### src/rtl/trading_logic_scheduler.sv
// trading_logic_scheduler: per-stock latest-wins update slots feeding one shared trading_logic pipeline.
// Latency: an update written at edge t is pending in cycle t+1 and can issue in cycle t+2 at the earliest.
// Backpressure: issues are spaced at least ISSUE_GAP cycles apart and stop while MAX_INFLIGHT results are outstanding.
//   While issuing is stalled, new updates overwrite the pending slot contents.
//
// Ports:
//   i_clk, i_reset        clock, synchronous active-high reset
//   i_upd_*               market update strobe, stock id and payload (ask, bid, time, inventory)
//   i_tl_done             one result returned by trading_logic (its o_data_valid)
//   o_tl_*                registered issue to trading_logic; o_tl_data_valid is a one-cycle pulse
//   o_pending             per-stock pending flags
//   o_inflight            issued-but-not-returned count
//   o_busy                any slot pending, or any request in flight
//   o_underflow           sticky: a result returned while nothing was in flight
//   o_coalesce_count      count of overwrites of a pending slot
//
// Optional feature: define TL_SCHED_COALESCE_STATS_EN to build the saturating
// coalesce counter. When it is undefined, o_coalesce_count is tied to 0.

module trading_logic_scheduler #(
  parameter int DATA_WIDTH   = 32,
  parameter int FP_WORD_SIZE = 64,
  parameter int NUM_STOCKS   = 4,
  parameter int ISSUE_GAP    = 4,
  parameter int MAX_INFLIGHT = 8
) (
  input  logic                               i_clk,
  input  logic                               i_reset,
  input  logic                               i_upd_valid,
  input  logic [$clog2(NUM_STOCKS)-1:0]      i_upd_stock_id,
  input  logic [DATA_WIDTH-1:0]              i_best_ask,
  input  logic [DATA_WIDTH-1:0]              i_best_bid,
  input  logic [FP_WORD_SIZE-1:0]            i_curr_time,
  input  logic [FP_WORD_SIZE-1:0]            i_inventory_state,
  input  logic                               i_tl_done,
  output logic [DATA_WIDTH-1:0]              o_tl_best_ask,
  output logic [DATA_WIDTH-1:0]              o_tl_best_bid,
  output logic [FP_WORD_SIZE-1:0]            o_tl_curr_time,
  output logic [FP_WORD_SIZE-1:0]            o_tl_inventory_state,
  output logic [$clog2(NUM_STOCKS)-1:0]      o_tl_stock_id,
  output logic                               o_tl_data_valid,
  output logic [NUM_STOCKS-1:0]              o_pending,
  output logic [$clog2(MAX_INFLIGHT+1)-1:0]  o_inflight,
  output logic                               o_busy,
  output logic                               o_underflow,
  output logic [15:0]                        o_coalesce_count
);

  localparam int SW = $clog2(NUM_STOCKS);
  localparam int IW = $clog2(MAX_INFLIGHT + 1);
  localparam int GW = $clog2(ISSUE_GAP + 1);

  typedef struct packed {
    logic [DATA_WIDTH-1:0]   ask;
    logic [DATA_WIDTH-1:0]   bid;
    logic [FP_WORD_SIZE-1:0] tm;
    logic [FP_WORD_SIZE-1:0] inv;
  } slot_t;

  typedef enum logic [0:0] {
    IDLE = 1'b0,
    GAP  = 1'b1
  } state_t;

  slot_t                 slot [NUM_STOCKS];
  slot_t                 upd_dat;
  logic [NUM_STOCKS-1:0] pending;
  logic [NUM_STOCKS-1:0] pending_next;
  logic [SW-1:0]         ptr;
  logic [SW-1:0]         sel;
  logic [SW-1:0]         probe;
  logic                  sel_found;
  logic                  issue;
  state_t                state;
  logic [GW-1:0]         gap_cnt;
  logic [IW-1:0]         inflight;

  assign upd_dat = '{ask: i_best_ask, bid: i_best_bid, tm: i_curr_time, inv: i_inventory_state};

  // Round-robin pick: first pending stock at ptr, ptr+1, ... Indices wrap
  // naturally because NUM_STOCKS is a power of two.
  always_comb begin
    sel       = '0;
    sel_found = 1'b0;
    probe     = '0;
    for (int i = 0; i < NUM_STOCKS; i++) begin
      probe = ptr + SW'(i);
      if (!sel_found && pending[probe]) begin
        sel       = probe;
        sel_found = 1'b1;
      end
    end
  end

  assign issue = (state == IDLE) && sel_found && (inflight < IW'(MAX_INFLIGHT));

  // The write is applied after the issue clear, so a same-cycle write to the
  // slot being issued leaves it pending with the new contents.
  always_comb begin
    pending_next = pending;
    if (issue) begin
      pending_next[sel] = 1'b0;
    end
    if (i_upd_valid) begin
      pending_next[i_upd_stock_id] = 1'b1;
    end
  end

  always_ff @(posedge i_clk) begin
    if (i_reset) begin
      for (int i = 0; i < NUM_STOCKS; i++) begin
        slot[i] <= '0;
      end
      pending              <= '0;
      ptr                  <= '0;
      state                <= IDLE;
      gap_cnt              <= '0;
      inflight             <= '0;
      o_underflow          <= 1'b0;
      o_tl_data_valid      <= 1'b0;
      o_tl_best_ask        <= '0;
      o_tl_best_bid        <= '0;
      o_tl_curr_time       <= '0;
      o_tl_inventory_state <= '0;
      o_tl_stock_id        <= '0;
    end else begin
      pending         <= pending_next;
      o_tl_data_valid <= issue;

      if (i_upd_valid) begin
        slot[i_upd_stock_id] <= upd_dat;
      end

      // The issue reads the registered slot, so it carries the old contents
      // even when the same slot is written this cycle.
      if (issue) begin
        o_tl_best_ask        <= slot[sel].ask;
        o_tl_best_bid        <= slot[sel].bid;
        o_tl_curr_time       <= slot[sel].tm;
        o_tl_inventory_state <= slot[sel].inv;
        o_tl_stock_id        <= sel;
        ptr                  <= sel + SW'(1);
      end

      case (state)
        IDLE: begin
          // With ISSUE_GAP == 1 the FSM stays here and can issue every cycle.
          if (issue && (ISSUE_GAP > 1)) begin
            state   <= GAP;
            gap_cnt <= GW'(ISSUE_GAP - 1);
          end
        end
        GAP: begin
          if (gap_cnt <= GW'(1)) begin
            state <= IDLE;
          end
          gap_cnt <= gap_cnt - GW'(1);
        end
        default: state <= IDLE;
      endcase

      // A return coinciding with an issue cancels out; a return with nothing
      // outstanding is recorded and otherwise ignored.
      if (issue && !i_tl_done) begin
        inflight <= inflight + IW'(1);
      end else if (!issue && i_tl_done && (inflight != '0)) begin
        inflight <= inflight - IW'(1);
      end
      if (i_tl_done && (inflight == '0)) begin
        o_underflow <= 1'b1;
      end
    end
  end

  assign o_pending  = pending;
  assign o_inflight = inflight;
  assign o_busy     = (|pending) || (inflight != '0);

`ifdef TL_SCHED_COALESCE_STATS_EN
  logic coalesce_hit;

  // An overwrite counts only if the old contents are lost without being issued.
  assign coalesce_hit = i_upd_valid && pending[i_upd_stock_id] &&
                        !(issue && (sel == i_upd_stock_id));

  always_ff @(posedge i_clk) begin
    if (i_reset) begin
      o_coalesce_count <= '0;
    end else if (coalesce_hit && (o_coalesce_count != 16'hFFFF)) begin
      o_coalesce_count <= o_coalesce_count + 16'd1;
    end
  end
`else
  assign o_coalesce_count = 16'd0;
`endif

endmodule

### config.mk
export PLATFORM = sky130hd
export DESIGN_NAME = trading_logic_scheduler
export DESIGN_NICKNAME = d
export VERILOG_FILES = /design/src/rtl/trading_logic_scheduler.sv
export SDC_FILE = /design/constraint.sdc
export NUM_CORES = 1
export LEC_CHECK = 0
export CAP_MARGIN = 10
export CORE_ASPECT_RATIO = 1.5
export CORE_MARGIN = 2
export CORE_UTILIZATION = 52
export DETAILED_ROUTE_END_ITERATION = 16
export GPL_ROUTABILITY_DRIVEN = 1
export GPL_TIMING_DRIVEN = 0
export PLACE_DENSITY = 0.77
export SLEW_MARGIN = 0
export SYNTH_ARGS = -nofsm -noshare
export SYNTH_HDL_FRONTEND = slang
export SYNTH_SLANG_ARGS = --single-unit
### constraint.sdc
create_clock -name i_clk -period 6.6 [get_ports i_clk]
set_clock_uncertainty 0.15 [all_clocks]
set_input_delay 1.98 -clock i_clk [delete_from_list [all_inputs] [get_ports i_clk]]
set_output_delay 1.98 -clock i_clk [all_outputs]
set_load 0.005 [all_outputs]
==> flow_summary.yaml, run 1 <==
worst_setup_path:
  r2r_end: "o_tl_best_ask[17]"
  critPathArrivalTime_ns: 5.49
  cp_max_fo: 46
  r2r_slack_ns: 3.28
  crit_slowest_cell: "clkbuf_1"
  critPathKind: "primary input to register"
  max_stage_delay_ns: 0.79
  r2r-start: "o_pending[1]"
  required_ns: 6.76
  cp-start-kind: "primary input"
  reg2reg_depth: 7
  crit_chain: "clkbuf_1, inv_2, nand2_1, nor3b_1, clkbuf_1, or2_4, buf_16, buf_16"
  endpoint_kind: "register"
timing:
  max_slew_margin_pct: 14.0
  finalHoldViolations: 0
  rsz0062_at_grt: "false"
  slew_viol_final: 0
  setup_viol: 0
  finalSetupTns_ns: 0
  worst_pin_slew_ns: 1.29
  fin_crit_sh_pct: 80.7
  period_needed_ns: 5.33
  timing.fmax_mhz: 188
finish:
  utilization_pct: 63.8
  stdcell_count: 4906
  drive_above_1_share_pct: 5.92
  final_nets: 4000
  fillers: 5974
  multiInputGateArea_sq_mm: 0.0130
  synthToLayoutAreaGrowth_pct: 21.3
  seqCellArea_sq_mm: 0.0273
global_route:
  grt_pass1_vias: 28200
  grt_first_pass_wirelength_microns: 167000
  grt_max_degree: 87
  track_usage_pct: 27.2
  grt.overflow.total: 0
  grt_antenna_before_repair: 25
power_and_ir_drop:
  power.leakage_uw: 0.0187
  cellInternalPower_uw: 11400
  power.density_mw_per_mm2: 304
  clkPwrFrac_pct: 35.1
  seq_power_share_pct: 49.6
  total_power_uw: 15300
  p_sw_uw: 3860
  p_sw_share_pct: 25.3
  combPwrFrac_pct: 15.3
  irDropWorstVdd_mv: 0.223
route:
  wl_per_cell_microns: 22.9
  dr_total_vias: 27800
  vias_per_cell: 5.66
  drt_first_pass_iters: 5
  initialDrtViolationCount: 2158
  wirelength_microns: 112000
  drc: 0
  route.antenna.remaining_nets: 0
hold_path:
  min_path_cells: 2
  hold_class: "register to register"
  whs_endpoint: "o_tl_stock_id[0]"
  min_from: "o_tl_stock_id[0]"
clock_tree:
  tritoncts: "done"
  root_buffer: "clkbuf_16"
  post_cts_buffers: 0
  cts-buffers-inserted: 91
  clock_path_buffers: 3
  cts.clk_slew.worst_paths_ns: 0.06
  holdBufCountCts: 0
  clock-sinks: 978
  cts_max_level: 3
  post_cts_resized: 0
  insertion_delay_ns: 0.65
synth:
  synthTopCellsByArea: "edfxtp_1 56%, and2_1 12%, dfxtp_1 10%"
  netlist.area_leader.share_pct: 55.7
  ys_seq_area_share_pct: 65.8
  synth_ff_type: "edfxtp_1"
  yosys_warnings: 0
  synth_area_sq_mm: 0.0414
  yosysTopAreaCell: "edfxtp_1"
  synth_cell_types: 45
  avgSynthCellArea_sq_um: 12.7
  synth-seq-cells: 978
  synth-async-reset-ratio_pct: 0
  synth_edf_count: 768
  synth_cells: 3270
placement:
  port_buffers: 401
  dpl.cell_count: 4724
  dp_hpwl_microns: 73600
  gp_congestion: 0.828
die:
  dieArea_sq_mm: 0.0820
  coreArea_sq_mm: 0.0788
  die_w_microns: 234
  chipHeight_microns: 350
  start_util_pct: 52.5
  placementRows: 126
  pin_count: 419
outcome:
  outcome: "complete, no violations"
flow_run:
  drv_cap: 0
[cells by family after synthesis]
family / count (synthesis) / share of synthesized area, %
simple gates: 1205 / 16.3
flops: 978 / 65.8
compound gates: 600 / 9.70
buf+inv: 280 / 3.08
mux: 194 / 4.69
fa+ha+maj: 9 / 0.290
xor+xnor: 3 / 0.0634
other cells: 1 / 0.00905
[state kept, by name (all words and copies together), names as in the netlist]
name and count:
slot 768, o_tl_curr_time 64, o_tl_inventory_state 64, o_tl_best_ask 32, o_tl_best_bid 32, o_inflight 4, o_pending 4, gap_cnt 3
o_tl_stock_id 2, ptr 2, o_tl_data_valid 1, o_underflow 1, state 1
[worst max-delay path by stage]
stage	start	end	slack, ns	depth (start not counted)
global route	i_reset	slot[1][19]	1.07	8
finish	i_reset	slot[1][34]	1.27	8
detailed placement	i_reset	slot[1][37]	0.54	8
global placement	i_reset	slot[1][59]	-2.48	6
floorplan	i_reset	slot[1][0]	0.57	6
CTS	i_reset	slot[1][38]	1.20	8
[cells in the mapped netlist, drive strengths merged, types with 9 or more instances]
library cell and n:
a21o 193, nand2 209, edfxtp 768, o21ai 193, clkbuf 189, nor2 9, mux2i 193, buf 84
o211ai 191, and2 768, dfxtp 210, nand3 193
[final cells by class]
cell class                 instances  share of cell area (%)
timing repair buffer             415                    8.74
sequential                       978                    54.2
multi-input combinational       2027                    25.8
clock buffer                     121                    5.27
clock inverter                    47                   0.807
buffer                           273                    2.48
tap                             1024                    2.55
inverter                           7                  0.0523
antenna                           14                  0.0697
[worst max-delay path: cells and delay by family]
family	cells	cell delay [ns]
buffers and inverters	5	1.92
and+or+nand+nor	3	1.46
[per-layer routing]
| metal | vias up | GRT usage, % | wire length, microns | share of wire, % |
|---|---|---|---|---|
| li1 | 12800 | - | - | - |
| met4 | 20 | 12.2 | 4480 | 4.0 |
| met2 | 1023 | 46.2 | 56100 | 50 |
| met5 | - | 0 | 124 | 0.11 |
| met3 | 228 | 5.54 | 9040 | 8.1 |
| met1 | 13800 | 33.3 | 42400 | 38 |
[layout by cell type (no fill, tap or decap), types with 33 or more instances in the layout]
master / netlist / routed
a21o_1: 193 / 193
clkbuf_1: 189 / 200
nand2_1: 208 / 207
clkdlybuf4s50_1: 0 / 401
mux2i_1: 193 / 193
nand3_1: 193 / 193
and2_1: 768 / 768
dfxtp_1: 210 / 210
o21ai_0: 193 / 193
edfxtp_1: 768 / 768
clkbuf_16: 0 / 97
o211ai_1: 191 / 191
buf_1: 33 / 33
[power by group through the flow]
stage	clock, uW	combinational [uW]	sequential [uW]
final	5370	2340	7570
after global routing	5660	2530	7630
after CTS	5430	2350	7570
after detailed placement	0	2340	7690
after global placement	0	2260	7720
after floorplan	0	1110	7640
[through the flow]
stage | setup WS, ns | hold WS (ns) | area, sq um
6_report | 1.27 | 0.311 | 50300
5_1_grt | 1.07 | 0.341 | 50200
4_1_cts | 1.20 | 0.314 | 50200
3_5_place_dp | 0.540 | 0.303 | 47200
3_3_place_gp | -2.48 | 0.296 | 46800
2_1_floorplan | 0.572 | 0.303 | 41500
Power figures use the tool's default switching activity.
==> inputs of run 2 (changes only) <==
Settings changed: CORE_UTILIZATION 52 to 57, PLACE_DENSITY 0.77 to 0.8.
Clock period 6.6 ns to 5 ns, I/O delays scaled along.
==> flow_summary.yaml, run 2 (synthesized netlist as in run 1, its figures left out) <==
route:
  vias_per_cell: 5.80
  wirelength_microns: 110000
  wl_per_cell_microns: 23.0
  drt_first_pass_iters: 6
  route.antenna.remaining_nets: 0
  initialDrtViolationCount: 2406
  dr_total_vias: 27800
  drc: 0
timing:
  rsz0062_at_grt: "false"
  max_slew_margin_pct: 16.9
  slew_viol_final: 0
  period_needed_ns: 4.85
  timing.fmax_mhz: 206
  finalHoldViolations: 0
  setup_viol: 0
  worst_pin_slew_ns: 1.25
  holdWs_ns: 0.317
  final.setup.worst_slack_ns: 0.152
  fin_crit_sh_pct: 97.0
placement:
  postPlaceCellArea_sq_mm: 0.0470
  gp_congestion: 0.818
  dp_hpwl_microns: 71800
  dp_slack_ns: -0.667
  port_buffers: 401
global_route:
  grt_antenna_before_repair: 25
  gr-max-usage-layer: "met2"
  met3_usage_pct: 7.40
  track_usage_pct: 29.4
  grt.overflow.total: 0
  grt_pass1_vias: 28500
  met2_usage_pct: 50.9
  grt_max_degree: 103
  grt_first_pass_wirelength_microns: 165000
  grt_util_met1_pct: 34.2
worst_setup_path:
  critPathKind: "primary input to register"
  r2r_end: "o_tl_best_ask[19]"
  reg2reg_depth: 7
  required_ns: 5.16
  endpoint_kind: "register"
  r2r-start: "o_pending[1]"
  r2r_slack_ns: 1.77
  critPathArrivalTime_ns: 5.01
  cp_max_fo: 54
  cp-start-kind: "primary input"
die:
  dieArea_sq_mm: 0.0749
  die_w_microns: 224
  chipHeight_microns: 334
  placementRows: 121
  coreArea_sq_mm: 0.0722
  start_util_pct: 57.4
  pin_count: 419
hold_path:
  min_path_cells: 2
  whs_endpoint: "o_tl_stock_id[0]"
  hold_class: "register to register"
  min_from: "o_tl_stock_id[0]"
finish:
  layout_common_cells: "768 x and2_1, 768 x edfxtp_1, 401 x clkdlybuf4s50_1, 210 x dfxtp_1, 207 x nand2_1"
  largest_reg_flops: 768
  postLayoutCellArea_sq_mm: 0.0500
  drive_above_1_share_pct: 5.39
  largest_registers: "slot x768, o_tl_curr_time x64, o_tl_inventory_state x64"
  regMostFlops: "slot"
  fillers: 5034
  synthToLayoutAreaGrowth_pct: 20.6
  utilization_pct: 69.2
  final_nets: 3994
power_and_ir_drop:
  irDropWorstVdd_mv: 0.391
  p_sw_uw: 5000
  cellInternalPower_uw: 15000
  total_power_uw: 20000
  combPwrFrac_pct: 15.3
  p_sw_share_pct: 25.0
  clkPwrFrac_pct: 34.7
  power.leakage_uw: 0.0186
  seq_power_share_pct: 50.0
  power.density_mw_per_mm2: 400
clock_tree:
  clock-sinks: 978
  post_cts_resized: 0
  holdBufCountCts: 0
  cts_max_level: 3
  clock_path_buffers: 3
  cts-buffers-inserted: 87
  tritoncts: "done"
  insertion_delay_ns: 0.65
  post_cts_buffers: 0
  cts.clk_slew.worst_paths_ns: 0.06
  root_buffer: "clkbuf_16"
outcome:
  outcome: "complete, no violations"
flow_run:
  drv_cap: 0
[run 2: cell count changes in the layout (fill, tap and decap cells not counted), moves of 5 or more]
cell       before  now
clkinv_2       22   12
clkbuf_16      97   90
clkinv_1        9   16
clkbuf_8       13    7
bufinv_16       6   11
clkbuf_1      200  205
[run 2: final cells by class]
| cell class | instances | area (sq um) | share of cell area, % |
|---|---|---|---|
| sequential | 978 | 27300 | 54.6 |
| multi-input combinational | 2028 | 13000 | 26.0 |
| timing repair buffer | 412 | 4320 | 8.64 |
| clock buffer | 114 | 2410 | 4.83 |
| buffer | 273 | 1250 | 2.51 |
| tap | 922 | 1150 | 2.31 |
| clock inverter | 48 | 534 | 1.07 |
| antenna | 13 | 32.5 | 0.0651 |
| inverter | 7 | 26.3 | 0.0526 |
[run 2: how the worst max path moves through the flow]
| stage | start | endpoint | slack, ns |
|---|---|---|---|
| floorplan | i_reset | slot[3][0] | 0.15 |
| global placement | i_reset | slot[3][105] | -1.78 |
| CTS | i_reset | slot[2][103] | 0.02 |
| global route | i_reset | slot[2][104] | 0.03 |
| detailed placement | i_reset | slot[2][105] | -0.67 |
| finish | i_reset | slot[2][104] | 0.15 |
[run 2: routing by layer]
metal  vias to the layer above  share of wire (%)
met5                         -               0.12
met1                     13700                 36
li1                      12700                  -
met2                      1124                 51
met3                       253                8.7
met4                        22                4.2
[run 2: stage by stage]
stage / cells / setup TNS [ns]
final: 4795 / 0
after global routing: 4794 / 0
after CTS: 4781 / 0
after detailed placement: 4619 / -105.91
after global placement: 4608 / -1314.57
after floorplan: 3285 / 0
[run 2: critical path, cell delays in order]
cell,delay [ns]
clkbuf_1,0.29
inv_2,0.33
nand2_1,0.14
nor3b_1,0.66
clkdlybuf4s15_1,0.83
or2_4,0.52
buf_16,0.32
buf_16,0.33
[run 2: power by group through the flow]
stage	sequential (uW)	combinational (uW)	clock (uW)
global placement	10200	2970	0
finish	10000	3070	6940
CTS	9990	3080	6980
detailed placement	10200	3070	0
global route	10100	3310	7300
floorplan	10100	1470	0
